$ cat config.mk
export PLATFORM = sky130hd
export DESIGN_NAME = rgb_pwm_driver
export DESIGN_NICKNAME = d
export VERILOG_FILES = /design/src/rtl/rgb_pwm_driver.sv
export SDC_FILE = /design/constraint.sdc
export NUM_CORES = 1
export LEC_CHECK = 0
export CAP_MARGIN = 20
export CORE_MARGIN = 1.5
export CORE_UTILIZATION = 59
export CTS_BUF_LIST = sky130_fd_sc_hd__clkbuf_4 sky130_fd_sc_hd__clkbuf_8
export DETAILED_ROUTE_END_ITERATION = 7
export DONT_BUFFER_PORTS = 1
export GPL_ROUTABILITY_DRIVEN = 0
export GPL_TIMING_DRIVEN = 1
export PLACE_DENSITY_LB_ADDON = 0.12
export SYNTH_ARGS = -nofsm -noshare
export SYNTH_HDL_FRONTEND = slang
export SYNTH_SLANG_ARGS = --single-unit
$ cat constraint.sdc
create_clock -name clk -period 2.9 [get_ports clk]
set_clock_uncertainty 0.05 [all_clocks]
set_input_delay 0.58 -clock clk [delete_from_list [all_inputs] [get_ports clk]]
set_output_delay 0.58 -clock clk [all_outputs]
set_load 0.03 [all_outputs]
$ cat src/rtl/rgb_pwm_driver.sv
// Three-channel PWM driver for an RGB LED. Duty values are latched only at
// period boundaries so a colour change never truncates or extends a pulse.
module rgb_pwm_driver #(
  parameter int unsigned PRESCALE = 4
) (
  input  logic        clk,
  input  logic        rst,
  input  logic        enable,
  input  logic [23:0] light,
  output logic        pwm_r,
  output logic        pwm_g,
  output logic        pwm_b,
  output logic        frame_strobe
);

  // Keep the prescaler at least one bit wide so PRESCALE=1 still elaborates.
  localparam int unsigned    PW       = (PRESCALE > 1) ? $clog2(PRESCALE) : 1;
  localparam logic [PW-1:0]  PRE_LAST = PW'(PRESCALE - 1);
  localparam logic [7:0]     CNT_LAST = 8'd254;

  logic [PW-1:0] pre;
  logic [7:0]    cnt;
  logic [7:0]    duty_r;
  logic [7:0]    duty_g;
  logic [7:0]    duty_b;
  logic          tick;
  logic          wrap;

  always_comb begin
    tick = (pre == PRE_LAST);
    wrap = enable & tick & (cnt == CNT_LAST);
  end

  always_ff @(posedge clk) begin
    if (rst) begin
      pre          <= '0;
      cnt          <= '0;
      duty_r       <= '0;
      duty_g       <= '0;
      duty_b       <= '0;
      pwm_r        <= 1'b0;
      pwm_g        <= 1'b0;
      pwm_b        <= 1'b0;
      frame_strobe <= 1'b0;
    end else if (!enable) begin
      // While idle the duty registers track the input, so the first period
      // after enable rises uses the last colour seen.
      pre          <= '0;
      cnt          <= '0;
      duty_r       <= light[23:16];
      duty_g       <= light[15:8];
      duty_b       <= light[7:0];
      pwm_r        <= 1'b0;
      pwm_g        <= 1'b0;
      pwm_b        <= 1'b0;
      frame_strobe <= 1'b0;
    end else begin
      pre <= tick ? '0 : pre + PW'(1);
      if (tick) begin
        cnt <= (cnt == CNT_LAST) ? '0 : cnt + 8'd1;
      end
      if (wrap) begin
        duty_r <= light[23:16];
        duty_g <= light[15:8];
        duty_b <= light[7:0];
      end
      frame_strobe <= wrap;
      pwm_r        <= (cnt < duty_r);
      pwm_g        <= (cnt < duty_g);
      pwm_b        <= (cnt < duty_b);
    end
  end

endmodule
==> impl_metrics.py, run 1 <==
metrics = {
    "synth": {
        "syn_area_um2": 2080,
        "synth_edf_count": 0,
        "yosys-top-cells-area": "dfxtp_1, ha_1, mux2i_1",
        "yosysMostFrequentCell": "nand2_1",
        "synth.avg_cell_area_um2": 9.01,
        "ys_ff_latch": 38,
        "yosys.area.top_type": "dfxtp_1",
        "seq_area_frac_synth_pct": 36.5,
        "synth_top_area_share_pct": 36.5,
        "ys_top_cells_by_count": "nand2_1, dfxtp_1, ha_1, inv_1, mux2i_1",
        "synthArstFlopShare_pct": 0,
        "syn_nets": 282,
        "synthCells": 231,
        "synth-main-ff-cell": "dfxtp_1",
        "yosysWarningCount": 0,
        "yosysUniqueCellTypes": 30,
    },
    "run": {
        "max_cap_viol_count": 0,
    },
    "clocking": {
        "h-tree-depth": 2,
        "clock_latency_ns": 0.34,
        "cts_setup_buffers": 0,
        "clk_pin_slew_worst_paths_ns": 0.11,
        "cts_hold_buffers": 0,
        "cts.path.max_buffers": 2,
        "ctsResizeCount": 0,
        "cts_tree": "yes",
        "cts_root_buf": "clkbuf_4",
        "numCtsBuffers": 5,
        "cts.sinks": 38,
    },
    "global_routing": {
        "grt_pass1_vias": 1572,
        "grt_first_pass_wirelength_um": 6760,
        "grt-ovfl-total": 0,
        "grt_max_degree": 31,
        "track_usage_pct": 22.0,
        "antenna_found_initial": 0,
    },
    "routing": {
        "routed_wl_um": 3770,
        "drc": 0,
        "wl_per_cell_um": 13.7,
        "via_count": 1516,
        "wl_met1_um": 1750,
        "ant_nets": 0,
        "met2WireLength_um": 1780,
        "drtIter0Drc": 64,
        "top_layer": "met4",
        "via_per_inst": 5.49,
        "first_pass_iters": 4,
        "wl_met3_um": 160,
    },
    "power_and_ir_drop": {
        "power_leakage_nw": 0.940,
        "peakVddDrop_mv": 0.269,
        "p_per_area_nw_per_um2": 439,
        "total_power_uw": 929,
    },
    "hold_path": {
        "hp-class": "in2reg",
    },
    "sta": {
        "worst_slew_pin_slew_ns": 0.583,
        "hold_violations": 0,
        "rsz0062_at_grt": "no",
        "relSlewSlack_pct": 61.1,
        "period_needed_ns": 1.89,
        "worst_slack_ns": 1.01,
        "setup_viol": 0,
        "fmax_mhz": 529,
        "fin_tns_setup_ns": 0,
        "fin_crit_sh_pct": 65.2,
        "slew_viol_final": 0,
    },
    "setup_path": {
        "path_cells": "inv_1 > ha_1 > nand4_1 > o21a_1 > buf_4 > mux2i_1",
        "critPathSlowestCell": "dfxtp_1",
        "required_ns": 3.12,
        "end_kind": "flop",
        "critPathKind": "reg2reg",
        "start_kind": "flop",
        "cp.arrival_ns": 2.11,
        "cp_max_fo": 23,
        "cpPeakStageDelay_ns": 0.52,
    },
    "final_layout": {
        "fin_nets": 281,
        "utilization_pct": 63.0,
        "drive_above_1_share_pct": 4.78,
        "syn2layout_area_growth_pct": 1.74,
        "antenna-diode-count": 0,
        "fin_area_um2": 2120,
    },
    "floorplanning": {
        "die_h_um": 62.4,
        "rows": 21,
        "die_w_um": 62.4,
        "start_util_pct": 61.9,
        "core_um2": 3360,
        "fp.dieArea_um2": 3890,
        "pin_count": 31,
    },
    "placement": {
        "io_buffers": 0,
        "dpl_cell_area_um2": 2070,
        "place.detailed.hpwl_um": 2770,
        "pre_cts_slack_ns": 1.06,
    },
    "status": {
        "status": "finished, final reports clean",
    },
}
area by class of cell:
type | count | area, um2
Timing Repair Buffer | 2 | 15.0
Multi-Input combinational cell | 159 | 1140
Fill cell | 316 | 1240
Inverter | 24 | 90.1
Tap cell | 46 | 57.6
Sequential cell | 38 | 761
Clock buffer | 7 | 52.6
per-stage QoR:
stage / hold slack (ns) / instances
6_report: 0.315 / 276
5_1_grt: 0.299 / 276
4_1_cts: 0.303 / 276
3_5_place_dp: 0.370 / 269
3_3_place_gp: 0.364 / 269
2_1_floorplan: 0.354 / 231
layout by cell type (no fill, tap or decap), types with 2 or more instances in the layout:
master and instances:
dfxtp_1 38, ha_1 24, and4_1 3, inv_1 24, xor2_1 3, o31a_1 3, o21a_1 4, nor2_1 6
o211ai_1 2, nand4_1 7, clkbuf_4 7, buf_4 2, nand2_1 52, a2111oi_0 6, mux2i_1 24, nand2b_1 4
a21o_1 3, o21ai_0 4, a21oi_1 5, or3_1 2
sequential cells by signal, summed over array words and instances (netlist names), 2 cells and up:
register	cells
cnt	8
duty_b	8
duty_g	8
duty_r	8
pre	2
path summary, 6_finish.rpt:
path,startpoint,endpoint,slack [ns],cells after the start
max,cnt[0],duty_b[1],1.01,6
min,light[10],duty_g[2],0.31,2
max reg2reg,cnt[0],duty_b[1],1.01,6
min reg2reg,pre[0],pre[0],0.39,1
worst max-delay path, delay by kind of cell (launching register included):
family / cells / cell delay [ns]
DFF: 1 / 0.52
buffers and inverters: 2 / 0.49
adders and majority gates: 1 / 0.23
muxes: 1 / 0.24
AOI/OAI and AO/OA: 1 / 0.17
and+or+nand+nor: 1 / 0.11
layer usage:
| metal | track usage (%) | vias to the layer above |
|---|---|---|
| met4 | 9.17 | 0 |
| li1 | - | 783 |
| met5 | 0 | - |
| met2 | 37.9 | 37 |
| met1 | 25.5 | 687 |
| met3 | 6.13 | 9 |
cells by family (layout without fill, tap and decap cells):
family | after synthesis | after routing | synth area share, %
and+or+nand+nor | 81 | 81 | 18.4
DFF | 38 | 38 | 36.5
buffers and inverters | 34 | 33 | 8.59
AOI/OAI and AO/OA | 27 | 27 | 9.19
adders and majority gates | 24 | 24 | 14.4
muxes | 24 | 24 | 11.5
xor gates and xnor gates | 3 | 3 | 1.26
power breakdown:
| group | total, mW | switching [mW] | internal, mW |
|---|---|---|---|
| Clock | 0.268 | 0.157 | 0.110 |
| Sequential | 0.566 | 0.0191 | 0.547 |
| Combinational | 0.0952 | 0.0529 | 0.0422 |
Power figures use the tool's default switching activity.
==> inputs of run 2 (changes only) <==
==> constraint.sdc (replaced) <==
create_clock -name clk -period 1.7 [get_ports clk]
set_clock_uncertainty 0.05 [all_clocks]
set_input_delay 0.34 -clock clk [delete_from_list [all_inputs] [get_ports clk]]
set_output_delay 0.34 -clock clk [all_outputs]
set_load 0.03 [all_outputs]
==> run 2 against run 1 <==
Compared with the run above: first-iteration DRC count increased by 17%; clock power increased by 75%; fmax increased by 14%; largest power group unchanged.
==> impl_metrics.py, run 2 (synthesis results as in run 1) <==
metrics = {
    "setup_path": {
        "critPathSlowestCell": "a2111oi_2",
        "cp_max_fo": 7,
        "cpPeakStageDelay_ns": 0.39,
        "start_kind": "flop",
        "critPathKind": "reg2reg",
        "rr_worst_depth": 4,
        "path_depth": 4,
        "end_kind": "flop",
        "cp.arrival_ns": 1.89,
        "required_ns": 1.94,
        "path_delay_family": "compound AO/OA/AOI/OAI gates",
        "timing.critical_path.buf_inv": 0,
        "reg2reg_slack_ns": 0.05,
        "path_cells": "ha_1 > and4_1 > a2111oi_2 > o31a_1",
    },
    "sta": {
        "rsz0062_at_grt": "yes",
        "worst_slack_ns": 0.0483,
        "fmax_mhz": 605,
        "relSlewSlack_pct": 63.8,
        "worst_slew_pin_slew_ns": 0.529,
        "period_needed_ns": 1.65,
        "fin_crit_sh_pct": 97.2,
        "hold_violations": 0,
        "slew_viol_final": 0,
        "holdWs_ns": 0.0729,
        "setup_viol": 0,
        "fin_tns_setup_ns": 0,
    },
    "final_layout": {
        "final_cells": 281,
        "antenna-diode-count": 0,
        "drive_above_1_share_pct": 9.36,
        "fin_nets": 286,
        "syn2layout_area_growth_pct": 6.19,
        "final_common_cell": "nand2_1",
        "fin_area_um2": 2210,
        "layout_common_cells": "nand2_1, dfxtp_1, inv_1, mux2i_1, ha_1",
    },
    "clocking": {
        "clock_latency_ns": 0.34,
        "numCtsBuffers": 5,
        "cts.path.max_buffers": 2,
        "h-tree-depth": 2,
        "cts_tree": "yes",
        "cts.sinks": 38,
        "clk_pin_slew_worst_paths_ns": 0.11,
        "cts_root_buf": "clkbuf_4",
    },
    "global_routing": {
        "track_usage_pct": 23.2,
        "grt_max_degree": 42,
        "grt_first_pass_wirelength_um": 7070,
        "antenna_found_initial": 0,
        "grt-ovfl-total": 0,
        "grt_pass1_vias": 1629,
    },
    "floorplanning": {
        "start_util_pct": 61.9,
        "pin_count": 31,
        "fp.dieArea_um2": 3890,
        "die_h_um": 62.4,
        "rows": 21,
        "core_um2": 3360,
        "die_w_um": 62.4,
    },
    "power_and_ir_drop": {
        "p_per_area_nw_per_um2": 732,
        "power_leakage_nw": 0.984,
        "peakVddDrop_mv": 0.514,
    },
    "routing": {
        "wl_per_cell_um": 14.7,
        "drc": 0,
        "via_per_inst": 5.57,
        "via_count": 1566,
        "drtIter0Drc": 75,
        "routed_wl_um": 4140,
        "first_pass_iters": 4,
        "ant_nets": 0,
    },
    "status": {
        "status": "finished, final reports clean",
    },
    "run": {
        "max_cap_viol_count": 0,
    },
    "placement": {
        "pre_cts_slack_ns": -0.130,
        "dp_cells": 273,
        "io_buffers": 0,
        "place.detailed.hpwl_um": 3160,
        "dpl_cell_area_um2": 2130,
    },
    "hold_path": {
        "hp-class": "in2reg",
        "min_delay_path_depth": 2,
    },
}
-- run 2: cell types whose count changed in the layout (fill, tap and decap cells not counted) --
cell | before | now
a2111oi_0 | 6 | 4
a2111oi_2 | 0 | 2
buf_12 | 0 | 3
buf_4 | 2 | 4
dfxtp_1 | 38 | 34
dfxtp_2 | 0 | 4
-- run 2: layout make-up --
type / count / area (um2)
multi-input cells: 159 / 1150
clock buffers: 7 / 52.6
repair buffers: 7 / 90.1
fillers: 300 / 1150
well taps: 46 / 57.6
inverters: 24 / 90.1
flip-flops and latches: 38 / 766
-- run 2: timing repair --
item	CTS	global route
gates resized for setup	4	4
setup endpoints to repair	2	8
setup buffers	0	1
pin swaps	0	1
hold buffers	0	0
gates cloned	0	0
-- run 2: routing by layer --
layer	vias up	global-route usage [%]	share of wire [%]
li1	795	-	-
met1	724	24.7	43
met2	40	43.7	51
met3	7	6.67	4.7
met4	0	7.22	1.6
met5	-	0	0
-- run 2: power breakdown --
group / total (mW) / internal [mW] / switching (mW)
combinational: 0.184 / 0.0861 / 0.0981
clock: 0.468 / 0.188 / 0.280
sequential: 0.966 / 0.934 / 0.0322
-- run 2: final timing paths --
path,start,endpoint
max,cnt[7],pwm_r
min,light[13],duty_g[5]
max reg2reg,cnt[7],pwm_r
min reg2reg,duty_b[5],duty_b[5]
-- run 2: per-stage QoR --
stage,total power [mW],util (%)
after detailed placement,1.17,63.4
after CTS,1.62,65.1
after global placement,1.15,63.4
after floorplan,1.13,-
final,1.62,65.7
after global routing,1.70,65.7
==> inputs of run 3 (changes only) <==
--- a/config.mk
+++ b/config.mk
@@ -6,9 +6,10 @@
 export NUM_CORES = 1
 export LEC_CHECK = 0
 export CAP_MARGIN = 20
-export CORE_MARGIN = 1.5
+export CORE_MARGIN = 2
 export CORE_UTILIZATION = 59
 export CTS_BUF_LIST = sky130_fd_sc_hd__clkbuf_4 sky130_fd_sc_hd__clkbuf_8
+export CTS_CLUSTER_DIAMETER = 150
 export DETAILED_ROUTE_END_ITERATION = 7
 export DONT_BUFFER_PORTS = 1
 export GPL_ROUTABILITY_DRIVEN = 0
==> run 3 against run 2 <==
Compared with the run above: global-route usage is 0.45 points higher; count of clock-buffer cells in the layout fell by 1; power fell by 0.72%; first-iteration DRC count fell by 24%; sequential power about the same; non-clock buffer count is the same; die area rose by 3.2%; utilization hardly changed; worst setup slack improved by 0.027 ns; worst hold slack improved by 0.0070 ns; largest power group unchanged; sequential share of layout area about the same.
==> impl_metrics.py, run 3 (synthesis results as in run 1) <==
metrics = {
    "global_routing": {
        "grt_first_pass_wirelength_um": 7410,
        "track_usage_pct": 23.6,
        "grt_pass1_vias": 1707,
        "antenna_found_initial": 0,
        "grt-ovfl-total": 0,
        "grt_max_degree": 35,
    },
    "setup_path": {
        "critPathKind": "reg2reg",
        "cp_max_fo": 7,
        "end_kind": "flop",
        "path_cells": "ha_1 > and4_1 > a2111oi_0 > o31a_1",
        "cpPeakStageDelay_ns": 0.40,
        "cp.arrival_ns": 1.86,
        "reg2reg_slack_ns": 0.08,
        "required_ns": 1.93,
        "start_kind": "flop",
        "critPathSlowestCell": "a2111oi_0",
    },
    "routing": {
        "routed_wl_um": 4320,
        "via_per_inst": 5.75,
        "ant_nets": 0,
        "drc": 0,
        "drtIter0Drc": 57,
        "wl_per_cell_um": 15.4,
        "via_count": 1609,
        "first_pass_iters": 4,
    },
    "placement": {
        "dpl_cell_area_um2": 2120,
        "place.detailed.hpwl_um": 3270,
        "io_buffers": 0,
    },
    "clocking": {
        "cts.path.max_buffers": 2,
        "clk_pin_slew_worst_paths_ns": 0.10,
        "cts_tree": "yes",
        "cts_root_buf": "clkbuf_4",
        "cts_setup_buffers": 0,
        "cts_hold_buffers": 0,
        "clock_latency_ns": 0.33,
        "numCtsBuffers": 5,
        "cts.sinks": 38,
        "h-tree-depth": 2,
    },
    "sta": {
        "fin_crit_sh_pct": 95.6,
        "setup_viol": 0,
        "worst_slew_pin_slew_ns": 0.509,
        "slew_viol_final": 0,
        "period_needed_ns": 1.62,
        "fmax_mhz": 616,
        "relSlewSlack_pct": 65.2,
        "hold_violations": 0,
        "rsz0062_at_grt": "yes",
    },
    "floorplanning": {
        "rows": 21,
        "die_h_um": 63.4,
        "fp.dieArea_um2": 4020,
        "pin_count": 31,
        "core_um2": 3360,
        "start_util_pct": 61.9,
        "die_w_um": 63.4,
    },
    "final_layout": {
        "fillers": 313,
        "antenna-diode-count": 0,
        "final_common_cell": "nand2_1",
        "fin_nets": 286,
        "fin_area_um2": 2210,
        "utilization_pct": 65.7,
        "syn2layout_area_growth_pct": 6.13,
        "drive_above_1_share_pct": 9.40,
        "layout_common_cells": "nand2_1, dfxtp_1, inv_1, mux2i_1, ha_1",
    },
    "power_and_ir_drop": {
        "power_leakage_nw": 0.975,
        "p_per_area_nw_per_um2": 727,
        "peakVddDrop_mv": 0.423,
    },
    "hold_path": {
        "hp-class": "in2reg",
    },
    "run": {
        "max_cap_viol_count": 0,
    },
    "status": {
        "status": "finished, final reports clean",
    },
}
## run 3: changes by cell type in the layout (fill, tap and decap cells not counted)
cell       change
buf_12         -2
buf_4          +2
clkbuf_4       -2
a2111oi_2      -1
a2111oi_4      +1
clkbuf_8       +1
ha_1           -1
ha_4           +1
## run 3: metrics by stage
stage                     setup WS (ns)  std cells  hold WS (ns)  setup TNS [ns]  power, mW
after floorplan                   0.189        231         0.354               0       1.13
after global placement           0.0972        274         0.364               0       1.15
after detailed placement         -0.109        274         0.381          -0.109       1.16
after CTS                        0.0647        280        0.0688               0       1.62
after global routing          -0.000206        280        0.0624       -0.000206       1.69
final                            0.0755        280        0.0799               0       1.61
## run 3: repair_timing
item,4_1_cts,5_1_grt
resized for setup,5,5
gates cloned,0,0
hold endpoints to repair,0,0
setup endpoints to repair,2,3
## run 3: where the power goes
group,switching (mW),internal (mW),leakage [nW]
clock,0.271,0.187,0.0302
sequential,0.0321,0.934,0.314
combinational,0.102,0.0813,0.631
total,0.405,1.20,0.975
## run 3: critical path, delay by kind of cell (launching register included)
family | cells | cell delay, ns
adder cells (fa/ha/maj) | 1 | 0.34
AND/OR/NAND/NOR | 1 | 0.20
AO/OA/AOI/OAI | 2 | 0.60
flip-flops | 1 | 0.39
## run 3: per-layer routing
metal | wire length, um | track usage, % | vias to the layer above
li1 | - | - | 791
met1 | 1810 | 25.5 | 760
met2 | 2200 | 42.5 | 46
met3 | 226 | 6.43 | 12
met4 | 88 | 10.9 | 0
met5 | 0 | 0 | -
## run 3: final timing paths
check                               from        end  cells past startpoint
worst min-delay path            light[3]  duty_b[3]                      2
worst max register to register    cnt[7]      pwm_r                      4
worst max-delay path              cnt[7]      pwm_r                      4
worst min register to register    pre[0]     pre[0]                      1
## run 3: layout make-up
type	count	area (um2)	area share (%)
inverters	24	90.1	4.08
well taps	46	57.6	2.60
clock buffers	6	51.3	2.32
flip-flops and latches	38	766	34.7
repair buffers	7	65.1	2.94
multi-input cells	159	1180	53.4
